`config.mk`:
```
export PLATFORM = sky130hd
export DESIGN_NAME = distance_filter
export DESIGN_NICKNAME = d
export VERILOG_FILES = /design/src/rtl/distance_pkg.sv /design/src/rtl/distance_sample_ring.sv /design/src/rtl/distance_filter.sv
export SDC_FILE = /design/constraint.sdc
export NUM_CORES = 1
export LEC_CHECK = 0
export ABC_CLOCK_PERIOD_IN_PS = 8900
export BUFFER_PORTS_ARGS = -buffer_cell sky130_fd_sc_hd__buf_2
export CORE_MARGIN = 1
export CORE_UTILIZATION = 55
export CTS_BUF_LIST = sky130_fd_sc_hd__clkbuf_4 sky130_fd_sc_hd__clkbuf_8
export DETAILED_ROUTE_END_ITERATION = 10
export GPL_ROUTABILITY_DRIVEN = 0
export PLACE_DENSITY = 0.7
export RECOVER_POWER = 50
export SYNTH_ARGS = -nofsm -noshare
export SYNTH_HDL_FRONTEND = slang
export SYNTH_SLANG_ARGS = --single-unit
```
`constraint.sdc`:
```
create_clock -name clk -period 8.9 [get_ports clk]
set_input_delay 0.445 -clock clk [delete_from_list [all_inputs] [get_ports clk]]
set_output_delay 0.445 -clock clk [all_outputs]
set_load 0.005 [all_outputs]
```
`src/rtl/distance_pkg.sv`:
```
// Purpose: constants shared by the ultrasonic controller, distance filter and display path.
// Latency: n/a (declarations only).
// Backpressure: n/a.
package distance_pkg;

    localparam int DEFAULT_DATA_WIDTH = 16;
    localparam int CLK_HZ             = 12000000;

    // Filter FSM encoding
    localparam logic [1:0] ST_FILL  = 2'd0;
    localparam logic [1:0] ST_AVG   = 2'd1;
    localparam logic [1:0] ST_STALE = 2'd2;

endpackage

```
`src/rtl/distance_sample_ring.sv`:
```
// Purpose: ring buffer of the last 2^LOG2_DEPTH accepted samples with a running sum and fill count.
// Latency: sum/fill_cnt reflect a push at the edge that accepts it (1 cycle).
// Backpressure: none; a push is taken every cycle it is asserted, clear wins over push.
module distance_sample_ring #(
    parameter int DATA_WIDTH = 16,
    parameter int LOG2_DEPTH = 2
) (
    input  logic                             clk,
    input  logic                             reset,
    input  logic                             push,
    input  logic                             clear,
    input  logic [DATA_WIDTH-1:0]            data_in,
    output logic [DATA_WIDTH+LOG2_DEPTH-1:0] sum,
    output logic [LOG2_DEPTH:0]              fill_cnt
);

    localparam int DEPTH = 1 << LOG2_DEPTH;
    localparam int SW    = DATA_WIDTH + LOG2_DEPTH;
    localparam logic [LOG2_DEPTH:0] FILL_MAX = (LOG2_DEPTH + 1)'(DEPTH);

    logic [DATA_WIDTH-1:0] ring_q [DEPTH];
    logic [LOG2_DEPTH-1:0] wr_ptr;

    // Replace the oldest entry and keep the sum equal to the total of all entries
    always_ff @(posedge clk) begin
        if (reset || clear) begin
            for (int i = 0; i < DEPTH; i++) begin
                ring_q[i] <= '0;
            end
            wr_ptr   <= '0;
            sum      <= '0;
            fill_cnt <= '0;
        end else if (push) begin
            sum            <= sum - SW'(ring_q[wr_ptr]) + SW'(data_in);
            ring_q[wr_ptr] <= data_in;
            wr_ptr         <= wr_ptr + 1'b1;
            if (fill_cnt != FILL_MAX) begin
                fill_cnt <= fill_cnt + 1'b1;
            end
        end
    end

endmodule

```
`src/rtl/distance_filter.sv`:
```
// Purpose: range-checks raw HC-SR04 distances, averages accepted ones, flags echo loss.
// Latency: 2 cycles from sample_valid to filtered_valid.
// Backpressure: none; back-to-back strobes each yield one in-order pulse, rejects yield none.
module distance_filter
    import distance_pkg::*;
#(
    parameter int DATA_WIDTH     = DEFAULT_DATA_WIDTH,
    parameter int LOG2_DEPTH     = 2,
    parameter int MIN_VALID_CM   = 2,
    parameter int MAX_VALID_CM   = 400,
    parameter int TIMEOUT_CYCLES = CLK_HZ
) (
    input  logic                  clk,
    input  logic                  reset,
    input  logic [DATA_WIDTH-1:0] sample_in,
    input  logic                  sample_valid,
    output logic [DATA_WIDTH-1:0] filtered_out,
    output logic                  filtered_valid,
    output logic                  out_of_range,
    output logic                  no_echo,
    output logic                  window_full
);

    localparam int WINDOW = 1 << LOG2_DEPTH;
    localparam int SW     = DATA_WIDTH + LOG2_DEPTH;
    localparam int FW     = LOG2_DEPTH + 1;
    localparam int CW     = $clog2(TIMEOUT_CYCLES + 1);
    localparam logic [CW-1:0] TO_MAX  = CW'(TIMEOUT_CYCLES);
    localparam logic [CW-1:0] TO_FIRE = CW'(TIMEOUT_CYCLES - 1);
    localparam logic [FW-1:0] FILL_WINDOW = FW'(WINDOW);

    logic                  in_range;
    logic                  accept;
    logic                  reject;
    logic                  timeout_fire;
    logic [1:0]            state;
    logic [CW-1:0]         to_cnt;
    logic [SW-1:0]         ring_sum;
    logic [FW-1:0]         ring_fill;
    logic                  accept_d;
    logic                  stale_d;
    logic [DATA_WIDTH-1:0] sample_d;

    assign in_range = (sample_in >= DATA_WIDTH'(MIN_VALID_CM)) &&
                      (sample_in <= DATA_WIDTH'(MAX_VALID_CM));
    assign accept   = sample_valid && in_range;
    assign reject   = sample_valid && !in_range;
    // A strobe in the firing cycle wins: the timeout only fires on an idle cycle.
    assign timeout_fire = !sample_valid && (state != ST_STALE) && (to_cnt == TO_FIRE);

    distance_sample_ring #(
        .DATA_WIDTH (DATA_WIDTH),
        .LOG2_DEPTH (LOG2_DEPTH)
    ) u_ring (
        .clk      (clk),
        .reset    (reset),
        .push     (accept),
        .clear    (timeout_fire),
        .data_in  (sample_in),
        .sum      (ring_sum),
        .fill_cnt (ring_fill)
    );

    // Count idle cycles since the last strobe of any kind, holding at the limit
    always_ff @(posedge clk) begin
        if (reset || sample_valid) begin
            to_cnt <= '0;
        end else if (to_cnt != TO_MAX) begin
            to_cnt <= to_cnt + 1'b1;
        end
    end

    // FILL until the window is full, AVG afterwards, STALE on echo loss
    always_ff @(posedge clk) begin
        if (reset) begin
            state <= ST_FILL;
        end else if (accept) begin
            state <= ((ring_fill + 1'b1) >= FILL_WINDOW) ? ST_AVG : ST_FILL;
        end else if (timeout_fire) begin
            state <= ST_STALE;
        end
    end

    // Status flags follow the most recent sensor activity
    always_ff @(posedge clk) begin
        if (reset) begin
            out_of_range <= 1'b0;
            no_echo      <= 1'b0;
        end else if (accept) begin
            out_of_range <= 1'b0;
            no_echo      <= 1'b0;
        end else if (reject) begin
            out_of_range <= 1'b1;
        end else if (timeout_fire) begin
            no_echo <= 1'b1;
        end
    end

    // Remember which event the output stage must publish next cycle
    always_ff @(posedge clk) begin
        if (reset) begin
            accept_d <= 1'b0;
            stale_d  <= 1'b0;
            sample_d <= '0;
        end else begin
            accept_d <= accept;
            stale_d  <= timeout_fire;
            if (accept) begin
                sample_d <= sample_in;
            end
        end
    end

    // Output register: updates only on accepted samples or a stale event, otherwise holds
    always_ff @(posedge clk) begin
        if (reset) begin
            filtered_out   <= '0;
            filtered_valid <= 1'b0;
            window_full    <= 1'b0;
        end else begin
            filtered_valid <= accept_d || stale_d;
            window_full    <= (state == ST_AVG);
            if (accept_d) begin
                filtered_out <= (state == ST_AVG) ? DATA_WIDTH'(ring_sum >> LOG2_DEPTH) : sample_d;
            end else if (stale_d) begin
                filtered_out <= '0;
            end
        end
    end

endmodule

```
==> run summary, run 1 <==
In this run the core area contains 42 standard-cell rows. The initial antenna violation count is 0, and the time the worst path needs with I/O delays and setup is 4.36 ns. Power spread over the standard cell area amounts to 172 nW/um2. The library cells used most frequently in the layout, excluding fill and tap cells, are 89 x dfxtp_1, 81 x inv_1, 79 x nor2_1. The run gives 0 as the total of hold buffers inserted after clock tree synthesis. Summed over all cells, the static leakage comes to 0.00327 uW.

The H-tree was split into 4 levels. The final layout contains 841 nets. In the routed layout, each cell is associated on average with a via count of 5.45. For the effective utilization at floorplan, the log shows 56.3%.

The share of synthesized area spent on multiplexers came out at 6.46%. Each instance of the synthesized netlist takes up on average 10.2 um2. The flow ran to the end, and the final reports show no timing, DRC or antenna violations.

For the latest clock arrival within the worst-skew pair, the log shows 0.47 ns. The number of enable-type register cells in the synthesized netlist works out to 64. Measured against its own limit, the worst slew margin works out to 4.57%. The worst-case clock skew is 0.0149 ns, and the final-report setup violation count is 0. The logs give 8240 um2 for the summed area of non-filler cells in the final layout and 2 for the deepest clock path buffer count.

Data on the critical path arrives at its endpoint at 4.71 ns. Startpoint type of the worst setup path: a flip-flop. The worst setup path is of the reg -> reg kind. The die is 118 um wide. Port buffering added 38 buffers. After clock tree synthesis, the clock-pin slew on the worst setup and hold paths is 0.09 ns. The iteration count of the initial detailed-routing pass is 5.

After Yosys synthesis, XOR and XNOR cells account for 3.87% of the synthesized area. The mapped netlist covers 7460 um2. The remaining antenna violation count after routing was 0. The largest family of logic cells by synthesized area is simple AND/OR/NAND/NOR gates. Leaving out fill and tap cells, the most frequent cell in the layout is dfxtp_1. The logs give 0 for the count of synthesis-stage warnings from yosys and 38 for the largest net degree at the start of global routing. The total cell area at the placement stage is 7870 um2, and the fraction of the mapped netlist area in compound gates is 9.54%.

The routed design has 15100 um of wire. The synthesized design contains 153 register bits. The portion of the clock cycle consumed by the worst path in the final layout was 49.0%. Sequential cells were found to cover 49.6% of the synthesized design area. In the synthesized netlist the dominant register cell turns out to be dfxtp_1. The measured slew at the worst slew-check pin was 1.43 ns; the overflow left after global routing was 0.

In this run, post-CTS repair resized a total of 0 instances. Aggregate negative setup slack: 0 ns. TritonCTS built the clock tree.

The number of top-level design ports is 39, and the required time at the worst-slack endpoint is 9.25 ns. The die height was 118 um; the number of distinct standard cells referenced by the synthesized netlist was 55. The per-cell routed wire length works out to 15.5 um. The placeable core region was 13200 um2. Summed over all nets, the half-perimeter wirelength after detailed placement is 10800 um. Setup repair after global routing left no endpoint under its margin.

Of all nets on the critical path, the largest fanout is 16. In the final layout, the share of cells above drive strength 1 is 11.2%. Cell at the root of the clock tree: clkbuf_8. Share of flip-flops with an asynchronous set or reset: 0%. The tools report the endpoint type of the worst setup path as a flip-flop.

The number of sinks on the clock net came out at 153. The run gives 0 as the post-CTS setup repair buffer count. The logs give 23.3% for the aggregate global-route resource usage and 278 for the iteration-0 DRC count of the detailed router. The number of pins exceeding their max-slew limit in the final report was 0; the post-synthesis share of cell area spent on full adders, half adders and majority gates was 7.98%. The via count of the first global-routing pass is 5127. The synthesis-to-layout area growth was 10.4%; the full die area was 14000 um2. Across the VDD grid, the largest voltage drop is 0.118 mV. The number of clock buffers added by TritonCTS is 17. After detailed routing, the number of remaining DRC violations is 0.

For this run, the top clock speed supported by timing is 229 MHz. The first global-routing pass estimated 25200 um of wire. For the final number of hold-violating endpoints, the log shows 0. The post-synthesis simple-gate area fraction was 16.7%. The count of inserted antenna diode cells is 0, and the number of max-cap violations is 0.

The total number of vias was 5298; the instance count of the mapped netlist was 729. Path class of the lowest-slack min-delay path: in -> reg.
[state kept, by name, summed over array words and instances, names as in the netlist, 2 cells and up, named ones only]
name,count
to_cnt,24
u_ring.ring_q,64
u_ring.wr_ptr,2
u_ring.fill_cnt,3
sample_d,16
filtered_out,16
state,2
u_ring.sum,18
[metrics by stage]
stage,total power (uW),hold slack [ns],worst slack (ns),util (%),instances
floorplan,869,0.425,5.20,-,756
global placement,902,0.436,4.69,59.4,941
detailed placement,905,0.442,4.57,59.4,941
CTS,1420,0.268,4.53,62.5,973
global route,1470,0.277,4.20,62.2,973
finish,1420,0.293,4.54,62.2,973
[cell type report]
| cell class | instances | area, um2 |
|---|---|---|
| multi-input combinational | 490 | 3410 |
| tap | 176 | 220 |
| sequential | 153 | 3700 |
| timing repair buffer | 41 | 199 |
| clock buffer | 18 | 241 |
| inverter | 81 | 304 |
| clock inverter | 14 | 161 |
| fill | 1118 | 5000 |
[power by group]
part	internal, uW	switching [uW]
clock network	236	290
logic	55.1	84.4
registers	746	4.88
[logic make-up after synthesis]
| kind of cell | Yosys count |
|---|---|
| and+or+nand+nor | 246 |
| DFF | 153 |
| xor gates and xnor gates | 33 |
| buffers and inverters | 113 |
| other | 1 |
| muxes | 28 |
| adders and majority gates | 38 |
| AOI/OAI and AO/OA | 117 |
[per-layer routing]
layer / up-vias / part of all wire (%) / routed length, um / GRT usage (%)
met3: 25 / 5.5 / 829 / 5.21
met4: 0 / 1.9 / 285 / 8.62
met2: 160 / 46 / 6940 / 36.9
li1: 2588 / - / - / -
met5: - / 0 / 0 / 0
met1: 2525 / 47 / 7050 / 31.6
[critical path, stage by stage, from the launching register on]
cell and delay (ns):
dfxtp_1 1.04, mux4_2 0.62, fa_1 0.50, fa_1 0.48, nor2b_1 0.12, o21ai_0 0.10
a21boi_0 0.48, o21ai_0 0.23, a311oi_1 0.34, nor3_1 0.08, o31ai_1 0.25
[Yosys cell counts (4+ instances only)]
| library cell | instances | area, um2 |
|---|---|---|
| inv_1 | 80 | 300 |
| a21boi_0 | 4 | 30.0 |
| nand4_1 | 8 | 50.1 |
| ha_1 | 22 | 275 |
| o21ai_0 | 45 | 225 |
| a21oi_1 | 34 | 170 |
| and4_1 | 6 | 52.6 |
| or2_2 | 4 | 25.0 |
| fa_1 | 16 | 320 |
| clkbuf_1 | 28 | 105 |
| dfxtp_1 | 89 | 1780 |
| mux4_2 | 16 | 360 |
| mux2i_1 | 11 | 110 |
| buf_2 | 4 | 20.0 |
| nand3_1 | 11 | 55.1 |
| or3_1 | 5 | 31.3 |
| nor3_1 | 14 | 70.1 |
| and2_1 | 20 | 125 |
| nand2_1 | 55 | 206 |
| nor2_1 | 79 | 297 |
| a21o_1 | 8 | 60.1 |
| xor2_1 | 17 | 149 |
| nor4_1 | 10 | 62.6 |
| edfxtp_1 | 64 | 1920 |
| o21a_1 | 4 | 30.0 |
| xnor2_1 | 16 | 140 |
| nor3b_1 | 17 | 128 |
[path summary, 6_finish.rpt]
path                                   start                     endpoint  slack [ns]  depth (start not counted)
setup / recovery                   flip-flop  u_ring.sum[16]$_SDFFE_PP0P_        4.54                         10
hold / removal                  sample_in[6]     sample_d[6]$_SDFFE_PP0P_        0.29                          3
setup reg to reg                   flip-flop  u_ring.sum[16]$_SDFFE_PP0P_        4.54                         10
hold reg to reg   u_ring.sum[9]$_SDFFE_PP0P_   u_ring.sum[9]$_SDFFE_PP0P_        0.46                          2
Note: power is estimated with default switching activity, not from simulation.
==> inputs of run 2 (changes only) <==
--- a/config.mk
+++ b/config.mk
@@ -5,14 +5,15 @@
 export SDC_FILE = /design/constraint.sdc
 export NUM_CORES = 1
 export LEC_CHECK = 0
-export ABC_CLOCK_PERIOD_IN_PS = 8900
+export ABC_AREA = 1
+export ABC_CLOCK_PERIOD_IN_PS = 3520
 export BUFFER_PORTS_ARGS = -buffer_cell sky130_fd_sc_hd__buf_2
 export CORE_MARGIN = 1
 export CORE_UTILIZATION = 55
 export CTS_BUF_LIST = sky130_fd_sc_hd__clkbuf_4 sky130_fd_sc_hd__clkbuf_8
 export DETAILED_ROUTE_END_ITERATION = 10
 export GPL_ROUTABILITY_DRIVEN = 0
-export PLACE_DENSITY = 0.7
+export PLACE_DENSITY = 0.73
 export RECOVER_POWER = 50
 export SYNTH_ARGS = -nofsm -noshare
 export SYNTH_HDL_FRONTEND = slang
==> constraint.sdc (replaced) <==
create_clock -name clk -period 3.52 [get_ports clk]
set_input_delay 0.176 -clock clk [delete_from_list [all_inputs] [get_ports clk]]
set_output_delay 0.176 -clock clk [all_outputs]
set_load 0.005 [all_outputs]
==> run 2 against run 1 <==
  * Routed wire length is 16% higher
  * Utilization is 0.64 points higher
  * Synthesized cell count is 23% higher
  * First-iteration DRC count is 91% higher
  * Design area is 1.8% higher
  * Die area is 1.7% higher
  * Worst hold slack worse by 0.28 ns
  * Cell count is 19% higher
  * Clock-buffer cell count is 2 higher
  * Sequential cell count stayed put
  * Combinational power grew to 2.7 times the previous value
  * Clock skew is 0.0078 ns lower
  * Largest power group unchanged
  * Highest routed layer unchanged
==> run summary, run 2 <==
The fraction of layout cells with a size suffix above 1 came out at 8.78%. From synthesis to final layout, the design area changed by 10.5%. Before CTS, the worst setup slack after placement is 0.524 ns. The run gives 0.00350 uW as the leakage power.

For this block, the initial DRC count from the detailed router was 531. The commonest cells after synthesis are 151 x nand2_1, 127 x inv_1, 113 x nor2_1, 89 x dfxtp_1, 64 x edfxtp_1. After floorplanning, the core was sized to cover 13300 um2.

For the end-of-flow core utilization, the log shows 62.9%. The tool flagged a number of max-cap violations equal to 0. The number of setup buffers added after CTS is 0. Of the available clock period, the critical path in the final layout requires 87.1%. Yosys attributes the largest share of cell area to edfxtp_1 25%, dfxtp_1 23%, nand2_1 7.5%, inv_1 6.3%, nor2_1 5.6%.

In the final layout, the registers with the most flip-flops are u_ring.ring_q: 64 flops, to_cnt: 24 flops, u_ring.sum: 18 flops. The count of synthesis-stage warnings from yosys was 0; the overall power consumption was 3740 uW. The total of hold buffers inserted after clock tree synthesis is 0, and the synthesized area divided by synthesized cell count is 8.46 um2. Among all cell types in the netlist, the one instantiated most often is nand2_1.

The tightest min-delay check is of the in -> reg type. The number of enable-type register cells in the synthesized netlist is 64, and the via count normalized by instance count is 5.37. The via count of the first global-routing pass was 5873. Summing all flip-flop and latch instances after layout gives 3700 um2. Fraction of post-synthesis cell area in the top cell type by area: 25.3%. The tools report the total number of vias as 6201. The cell area power density was 446 nW/um2; the setup slack of the worst register-to-register path was 0.45 ns. The floorplan has 42 rows. Setup slack closes at 0.453 ns.

In the routed design, unresolved DRC markers number 0. The register with the most flip-flops in the layout has 64 of them. The HPWL after detailed placement is 13000 um. The tools report the data arrival time of the worst path as 3.39 ns. Of all nets on the critical path, the largest fanout is 16. The highest ir drop seen on vdd was 0.293 mV; the iteration count of the initial detailed-routing pass was 5. The critical path is of the reg -> reg type. The die covers 14300 um2. Counting every instance in the synthesized netlist gives 897.

For the post-synthesis cell area, the log shows 7590 um2. The per-cell routed wire length was 15.2 um; the share of flip-flops with an asynchronous set or reset was 0%. In this run the deepest clock path goes through 2 buffers.

In this run the clock root is driven by a clkbuf_8. In this run the vertical extent of the chip is 119 um. STA classifies the critical path startpoint as a flip-flop. The latest clock arrival within the worst-skew pair was 0.46 ns; the post-synthesis register bit count was 153. The run gives 3.84 ns as the required time at the worst-slack endpoint. The final layout contains 1023 nets. The die extent in x works out to 119 um. The flow ran to the end, and the final reports show no timing, DRC or antenna violations. The number of distinct standard cells referenced by the synthesized netlist is 44.

The effective utilization at floorplan is 56.9%. Buffers inserted during clock tree synthesis total 17. The wire length of the first global-routing pass is 28800 um, and the post-cts gate resize count is 0. For the number of sinks on the clock net, the log shows 153.

For the total area of multi-input combinational cells, the log shows 3280 um2. The sequential area share after synthesis is 48.8%. edfxtp_1 takes more of the synthesized area than any other cell. For the initial antenna violation count, the log shows 0.

The clock transition at the register clock pins on the worst setup and hold paths after CTS was 0.08 ns; the time the worst path needs with I/O delays and setup was 3.07 ns. Port buffering added 38 buffers. In the layout the commonest cells are 158 x nand2_1, 129 x inv_1, 116 x nor2_1. For the final database, setup skew stands at 0.00718 ns. Setup violations remaining at the end of the flow were counted as 0. Across every metal layer, demand over resource in global routing totals 26.3%.

The H-tree was split into 4 levels. The run gives 0 as the number of pins exceeding their max-slew limit in the final report. The peak clock frequency supported by timing was 326 MHz. The count of nets left with antenna violations once routing finished came out at 0. Pin placement for this block handled 39 I/O pins. TritonCTS built the clock tree.

The overflow left after global routing is 0, and the headroom to the max-slew limit is 27.6%. Summed over all layers, the routed wires come to 17500 um. The tools report the endpoint type of the worst setup path as a flip-flop. In the synthesized netlist the dominant register cell turns out to be dfxtp_1. The run gives 0 ns as the aggregate negative setup slack. Setup repair after global routing left no endpoint under its margin. The top register by number of flip-flops was u_ring.ring_q. The count of inserted antenna diode cells was 0; the total of fill cells in the finished design was 1199. The largest net degree at the start of global routing was 21; the final number of hold-violating endpoints was 0. The most common cell after layout, fill and taps aside is nand2_1. For the pin with the worst max-slew slack, the measured transition is 1.08 ns.
==> run 2: path summary, 6_finish.rpt <==
kind                             start                           to  depth (start not counted)
min reg2reg  sample_d[14]$_SDFFE_PP0P_    sample_d[14]$_SDFFE_PP0P_                          2
max                          flip-flop  u_ring.sum[14]$_SDFFE_PP0P_                         15
min                       sample_valid    out_of_range$_SDFFE_PP0P_                          3
max reg2reg                  flip-flop  u_ring.sum[14]$_SDFFE_PP0P_                         15
==> run 2: power by group <==
part / switching, uW / leakage [uW] / internal, uW
Sequential: 17.7 / 0.00136 / 1890
Combinational: 249 / 0.00192 / 125
Clock: 660 / 0.000221 / 794
==> run 2: cells by family (layout without fill, tap and decap cells) <==
kind of cell	Yosys count	count (layout)	share of synthesized area [%]
adder cells (fa/ha/maj)	38	38	7.85
AO/OA/AOI/OAI	175	175	12.7
XOR/XNOR	12	12	1.38
buffers and inverters	161	216	8.34
AND/OR/NAND/NOR	357	357	20.9
flip-flops	153	153	48.8
other	1	28	0.0494
==> run 2: final cells by class <==
class,instances,area share (%)
flip-flops and latches,153,44.1
clock inverters,12,2.07
repair buffers,47,2.88
clock buffers,20,3.06
multi-input cells,610,39.1
well taps,176,2.62
inverters,137,6.16
==> run 2: metrics by stage <==
stage	cell area [um2]	cells	hold slack, ns
after global placement	8060	1123	0.415
after floorplan	7690	924	0.305
after global routing	8390	1155	0.0142
after detailed placement	8060	1123	0.417
after CTS	8490	1155	0.00755
final	8390	1155	0.0130
==> run 2: routing by layer <==
layer	share of wire (%)	global-route usage [%]
met1	46	36.5
met4	2.1	10.1
met3	6.5	5.03
met5	0	0
met2	45	40.6
==> run 2: worst max-delay path, cell delays in order, from the launching register on <==
cell and delay [ns]:
dfxtp_1 0.32, inv_1 0.29, o21ai_0 0.15, o22ai_1 0.20, ha_1 0.27, inv_1 0.05, ha_1 0.18, inv_1 0.07
fa_1 0.41, o21ai_1 0.31, a21oi_1 0.18, or2_1 0.25, nand2_1 0.06, nand2_1 0.04, nand3_1 0.06, o21ai_1 0.07
